--- config.mk ---
export PLATFORM = sky130hd
export DESIGN_NAME = uart_tx
export DESIGN_NICKNAME = d
export VERILOG_FILES = /design/src/rtl/uart_tx.sv
export SDC_FILE = /design/constraint.sdc
export NUM_CORES = 1
export LEC_CHECK = 0
export CAP_MARGIN = 20
export CORE_MARGIN = 3
export CORE_UTILIZATION = 40
export CTS_CLUSTER_DIAMETER = 60
export DETAILED_ROUTE_END_ITERATION = 7
export HOLD_SLACK_MARGIN = 0.02
export PLACE_DENSITY = 0.65
export SYNTH_ARGS = -nofsm -noshare
export SYNTH_HDL_FRONTEND = slang
export SYNTH_SLANG_ARGS = --single-unit
--- constraint.sdc ---
create_clock -name clock -period 6.3 [get_ports clock]
set_input_delay 1.26 -clock clock [delete_from_list [all_inputs] [get_ports clock]]
set_output_delay 1.26 -clock clock [all_outputs]
set_load 0.05 [all_outputs]
--- src/rtl/uart_tx.sv ---
// Serial transmitter: frames a byte as start, 7/8 data bits LSB first,
// optional parity and one stop bit, then shifts it out at the programmed bit period.
module uart_tx (
  input  logic        clock,
  input  logic        reset,
  input  logic [18:0] bit_period,
  input  logic        eight,
  input  logic        pen,
  input  logic        ohel,
  input  logic        load,
  input  logic [7:0]  data,
  output logic        tx,
  output logic        tx_rdy
);

  typedef enum logic {IDLE, SEND} state_t;

  state_t      state, state_nxt;
  logic [18:0] bt_cnt;
  logic [18:0] bp_eff;
  logic [3:0]  bit_cnt;
  logic [3:0]  last_bit;
  logic [10:0] sr;
  logic [10:0] frame;
  logic [7:0]  dbits;
  logic        eight_q, pen_q;
  logic        accept, btu, done, par;

  // Gating on tx_rdy makes a held-high load start exactly one frame per idle slot.
  assign accept   = load & tx_rdy;
  assign bp_eff   = (bit_period < 19'd2) ? 19'd2 : bit_period;
  assign btu      = (state == SEND) && (bt_cnt == bp_eff - 19'd1);
  assign last_bit = 4'd8 + {3'b000, eight_q} + {3'b000, pen_q};
  assign done     = btu && (bit_cnt == last_bit);

  assign dbits = {data[7] & eight, data[6:0]};
  assign par   = ohel ? ~^dbits : ^dbits;

  // Bits above the stop bit are filled with 1 so short frames need no special case.
  always_comb begin
    frame = '1;
    case ({eight, pen})
      2'b11:   frame = {1'b1, par, data, 1'b0};
      2'b10:   frame = {2'b11, data, 1'b0};
      2'b01:   frame = {2'b11, par, data[6:0], 1'b0};
      default: frame = {3'b111, data[6:0], 1'b0};
    endcase
  end

  always_ff @(posedge clock) begin
    if (reset) state <= IDLE;
    else       state <= state_nxt;
  end

  always_comb begin
    state_nxt = state;
    case (state)
      IDLE:    if (accept) state_nxt = SEND;
      SEND:    if (done)   state_nxt = IDLE;
      default: state_nxt = IDLE;
    endcase
  end

  always_ff @(posedge clock) begin
    if (reset) begin
      tx      <= 1'b1;
      tx_rdy  <= 1'b1;
      bt_cnt  <= '0;
      bit_cnt <= '0;
      sr      <= '1;
      eight_q <= 1'b0;
      pen_q   <= 1'b0;
    end else if (accept) begin
      sr      <= frame;
      tx      <= 1'b0;
      tx_rdy  <= 1'b0;
      bt_cnt  <= '0;
      bit_cnt <= '0;
      eight_q <= eight;
      pen_q   <= pen;
    end else if (state == SEND) begin
      if (btu) begin
        bt_cnt  <= '0;
        sr      <= {1'b1, sr[10:1]};
        tx      <= done ? 1'b1 : sr[1];
        bit_cnt <= done ? 4'd0 : bit_cnt + 4'd1;
        if (done) tx_rdy <= 1'b1;
      end else begin
        bt_cnt <= bt_cnt + 19'd1;
      end
    end
  end

endmodule
# Yosys cells after proc, flatten, opt, wreduce, memory -nomap -nowiden
# Index checks and enable logic that the tools add are counted.
# Widths: inputs -> output; s select.
classes:
  addsub: 5
  order_cmp: 1
  eq_ne: 5
  mux: 19
  bitwise: 3
  reduce_logical: 11
op_table:
  columns: ["op", "count"]
  rows:
  - ["$mux 19", 2]
  - ["$mux 11", 3]
  - ["$pmux 10 s3", 1]
  - ["$add 19x1->19 const B", 1]
  - ["$eq 19x19->1", 1]
  - ["$lt 19x2->1 const B", 1]
  - ["$sub 19x1->19 const B", 1]
  - ["$mux 1", 11]
  - ["$reduce_xnor 8->1", 1]
  - ["$reduce_xor 8->1", 1]
  - ["$reduce_bool 2->1", 3]
  - ["$add 4x1->4", 1]
  - ["$add 4x1->4 const A", 1]
  - ["$add 4x1->4 const B", 1]
  - ["$eq 2x2->1 const B", 2]
  - ["$eq 4x4->1", 1]
  - ["$mux 4", 1]
  - ["$reduce_and 2->1", 2]
  - ["$reduce_and 3->1", 1]
  - ["$and 1x1->1", 2]
  - ["$eq 2x1->1 const B", 1]
  - ["$logic_and 1x1->1", 2]
  - ["$pmux 1 s2", 1]
  - ["$reduce_or 2->1", 1]
  - ["$not 1->1", 1]
totals:
  regBits: 39
  in_bits: 33
  word_cells: 52

# Longest topological paths before layout
depth:
  word_depth: 10
  depth_mapped: 17
  depth_no_buf: 13

# Least setup slack after synthesis
# OpenSTA, ideal clock, no wires.
synth_path:
  kind: "input -> register"
  startpoint: "input port bit_period[15]"
  endpoint: "register sr[3]"
  setup_time_ps: 58
  t_arrival_ps: 5257
  slack_ps: 985
  path_stages: 15
  n_path_buf: 2
  cell_sequence: "or3_1 nand4b_1 or4_1 nand2_1 ha_1 nand2b_1 clkbuf_1 nor4_4 a21oi_1 or4b_1 or4b_4 buf_6 or4_1 a31oi_1 or2_1"
synth_between:
  elab_chain_cells: 7
synth_lines:
  columns: ["item", "line_no", "rtl"]
  rows:
  - ["from (decl)", "6", "input logic [18:0] bit_period,"]
  - ["$lt 19x2->1", "31", "assign bp_eff = (bit_period < 19'd2) ? 19'd2 : bit_period;"]
  - ["$mux 19 *", "31", null]
  - ["$sub 19x1->19 *", "32", "assign btu = (state == SEND) && (bt_cnt == bp_eff - 19'd1);"]
  - ["$eq 19x19->1 *", "32", null]
  - ["$logic_and 1x1->1 *", "32", null]
  - ["$reduce_bool 2->1 (no line) *", null, null]
  - ["$reduce_and 2->1 (no line) *", null, null]
  - ["to (signal assigned)", "74", "sr <= frame;"]
  - ["to (signal assigned)", "84", "sr <= {1'b1, sr[10:1]};"]
  - ["to (decl)", "23", "logic [10:0] sr;"]
# Every way passes the cells marked *; elsewhere a longest branch is shown, timed or not.
# A chain may end at the register's enable or synchronous reset.

# Worst setup path in the final report
layout_path:
  startpoint: "input port bit_period[7]"
  endpoint: "register bt_cnt[17]"
layout_between:
  elab_chain_cells: 6
layout_lines:
  columns: ["item", "line_no", "rtl"]
  rows:
  - ["$lt 19x2->1", "31", null]
  - ["$mux 19 *", "31", null]
  - ["$sub 19x1->19 *", "32", null]
  - ["$eq 19x19->1 *", "32", null]
  - ["$logic_and 1x1->1 *", "32", null]
  - ["$mux 19 *", "82", "if (btu) begin"]
  - ["to (signal assigned)", "89", "bt_cnt <= bt_cnt + 19'd1;"]
  - ["to (decl)", "19", "logic [18:0] bt_cnt;"]
# Marked as above.

==> flow_summary.yaml <==
sta:
  finalCriticalPeriod_ps: 5660
  skew_ps: 5.78
  fin_setup_tns_ps: 0
  final-setup-viol-count: 0
  rsz0062_at_grt: "false"
  fmax_mhz: 177
  max_slew_margin_pct: 47.3
  tightest_slew_ps: 784
  post-route-period-util_pct: 89.9
  finalHoldViolCount: 0
  drv_slew: 0
floorplanning:
  core_um2: 6130
  die_y_um: 87.1
  rows: 28
  die_area_um2: 7580
  ios: 35
  die_w_um: 87.1
  start_util_pct: 42.9
setup_path:
  crit_end: "bt_cnt[17]"
  r2r_slack_ps: 3490
  r2r-start: "bt_cnt[8]"
  r2r_end: "bt_cnt[17]"
  endpoint_kind: "flip-flop"
  path_class: "in2reg"
  cp_data_required_time_ps: 6480
  reg2regPathDepth: 9
  start_kind: "input pin"
  crit_start: "bit_period[7]"
  cp_max_fo: 17
  arrival_ps: 5840
power_and_ir_drop:
  cellLeakagePower_nw: 1.03
  finalPower_uw: 537
  p_per_area_nw_per_um2: 171
  peakVddDrop_v: 0.0000937
logic_synthesis:
  async_flop_share_pct: 0
  synth_area_um2: 2630
  ys_seq_area_share_pct: 28.2
  synth_most_common_cell: "nor2_1"
  syn_nets: 372
  synth_top_area_share_pct: 28.2
  yosys-top-cells-area: "dfxtp_1 28%, xnor2_1 11%, nor2_1 6.6%"
  yosys_warnings: 0
  ys_types: 51
  ys_seq_elements: 37
  avgSynthCellArea_um2: 7.94
  synthTopCellsByCount: "46 x nor2_1, 37 x dfxtp_1, 34 x xnor2_1"
  ys.flop_type: "dfxtp_1"
  synth-edff-count: 0
  yosysTopAreaCell: "dfxtp_1"
  synthCells: 331
clocking:
  hold_buffers: 0
  cts_setup_buffers: 0
  cts_resized: 0
  cts_root_buffer: "clkbuf_8"
  clk_path_buf_depth: 2
  htree_levels: 2
  numCtsBuffers: 5
  cts_tree: "built"
  clkSlewWorstSetupHoldPaths_ps: 70
  clkSinkCount: 37
  clk_latency_ps: 290
global_route:
  grtUsageTotal_pct: 16.8
  grt_pass1_vias: 2215
  grt_max_degree: 18
  antenna_found_initial: 0
  gr-total-overflow: 0
  grt_pass1_wl_mm: 10.2
worst_hold_path:
  hold_path.class: "reg2reg"
  hp-start: "eight_q"
  hold_path_depth: 2
drt:
  num_vias: 2392
  dr.pass1.iters: 4
  drc: 0
  wl_per_cell_um: 13.7
  drt_iter0_drc: 94
  routed_via_density: 5.45
  totalWireLength_mm: 6.01
  postRouteAntennaNets: 0
layout:
  diodes: 0
  fillCellCount: 591
  multiInputGateArea_um2: 1810
  drive_above_1_share_pct: 6.04
  syn_to_final_growth_pct: 19.3
  fin_nets: 404
  regArea_um2: 741
  instances_no_fill: 439
run_status:
  status: "complete, no violations"
job:
  cap_violations: 0
placed_design:
  portBuffers: 34
  dpl.hpwl_mm: 4.66
  gp_congestion: 0.866
  dpl.cell_count: 431
worst max-delay path: stages:
cell             delay (ps)
clkdlybuf4s50_1         510
nor4_1                  490
nand4b_1                190
or4_1                   550
nand2_1                 100
ha_1                    190
nand2b_1                210
nor4_4                  320
a21oi_1                 120
or4b_1                  520
or4b_4                  570
nor3_1                  170
buf_4                   220
or2_1                   110
buf_4                   210
nor2_1                   70
where the power goes:
part           switching [mW]  internal (mW)
registers             0.00606          0.241
logic                  0.0553         0.0514
clock network          0.0845         0.0989
total                   0.146          0.391
worst min path at each step:
| stage | endpoint |
|---|---|
| after floorplan | pen_q |
| after global placement | eight_q |
| after detailed placement | eight_q |
| after CTS | eight_q |
| after global routing | pen_q |
| final | eight_q |
layout by cell type (no fill, tap or decap), types with 6 or more instances in the layout:
cell and count:
nand4_1 6, nor3_1 12, clkdlybuf4s50_1 34, nor2_1 46
xnor2_1 34, o31ai_1 6, or4_1 10, dfxtp_1 37
nand3_1 19, o21ai_0 9, ha_1 8, nand2_1 21
clkbuf_8 7, xor2_1 18, a21oi_1 13
registers in the layout, indices dropped and copies added, names as in the netlist:
name	count
sr	9
bt_cnt	19
tx_rdy	1
eight_q	1
state	1
bit_cnt	4
pen_q	1
tx	1
metal layers:
metal / vias to the layer above / GRT usage [%] / routed length (um)
met3: 6 / 3.31 / 260
met5: - / 0 / 0
met2: 44 / 26.1 / 2690
li1: 1251 / - / -
met4: 0 / 5.10 / 69
met1: 1091 / 23.3 / 2990
logic make-up after synthesis:
logic type	count (synthesis)	share of synthesized area [%]
AOI/OAI and AO/OA	54	13.7
and+or+nand+nor	159	32.8
buffers and inverters	18	3.05
adders and majority gates	8	3.81
xor gates and xnor gates	52	17.3
DFF	37	28.2
muxes	3	1.14
cell type report:
class                   count  area share, %
multi-input cells         276           57.6
flip-flops and latches     37           23.6
repair buffers             39           12.0
clock buffers               7           3.07
well taps                  75           2.99
inverters                   4          0.479
clock inverters             1          0.160
through the flow:
step                      area [um2]  utilization, %  worst slack, ps  hold WS [ps]
final                           3140            51.2              638           462
after global routing            3140            51.2              411           483
after CTS                       3140            51.2              633           466
after detailed placement        3040            49.5              334           455
after global placement          3040            49.5              416           452
after floorplan                 2630               -              985           440
(Power assumes the default switching activity.)
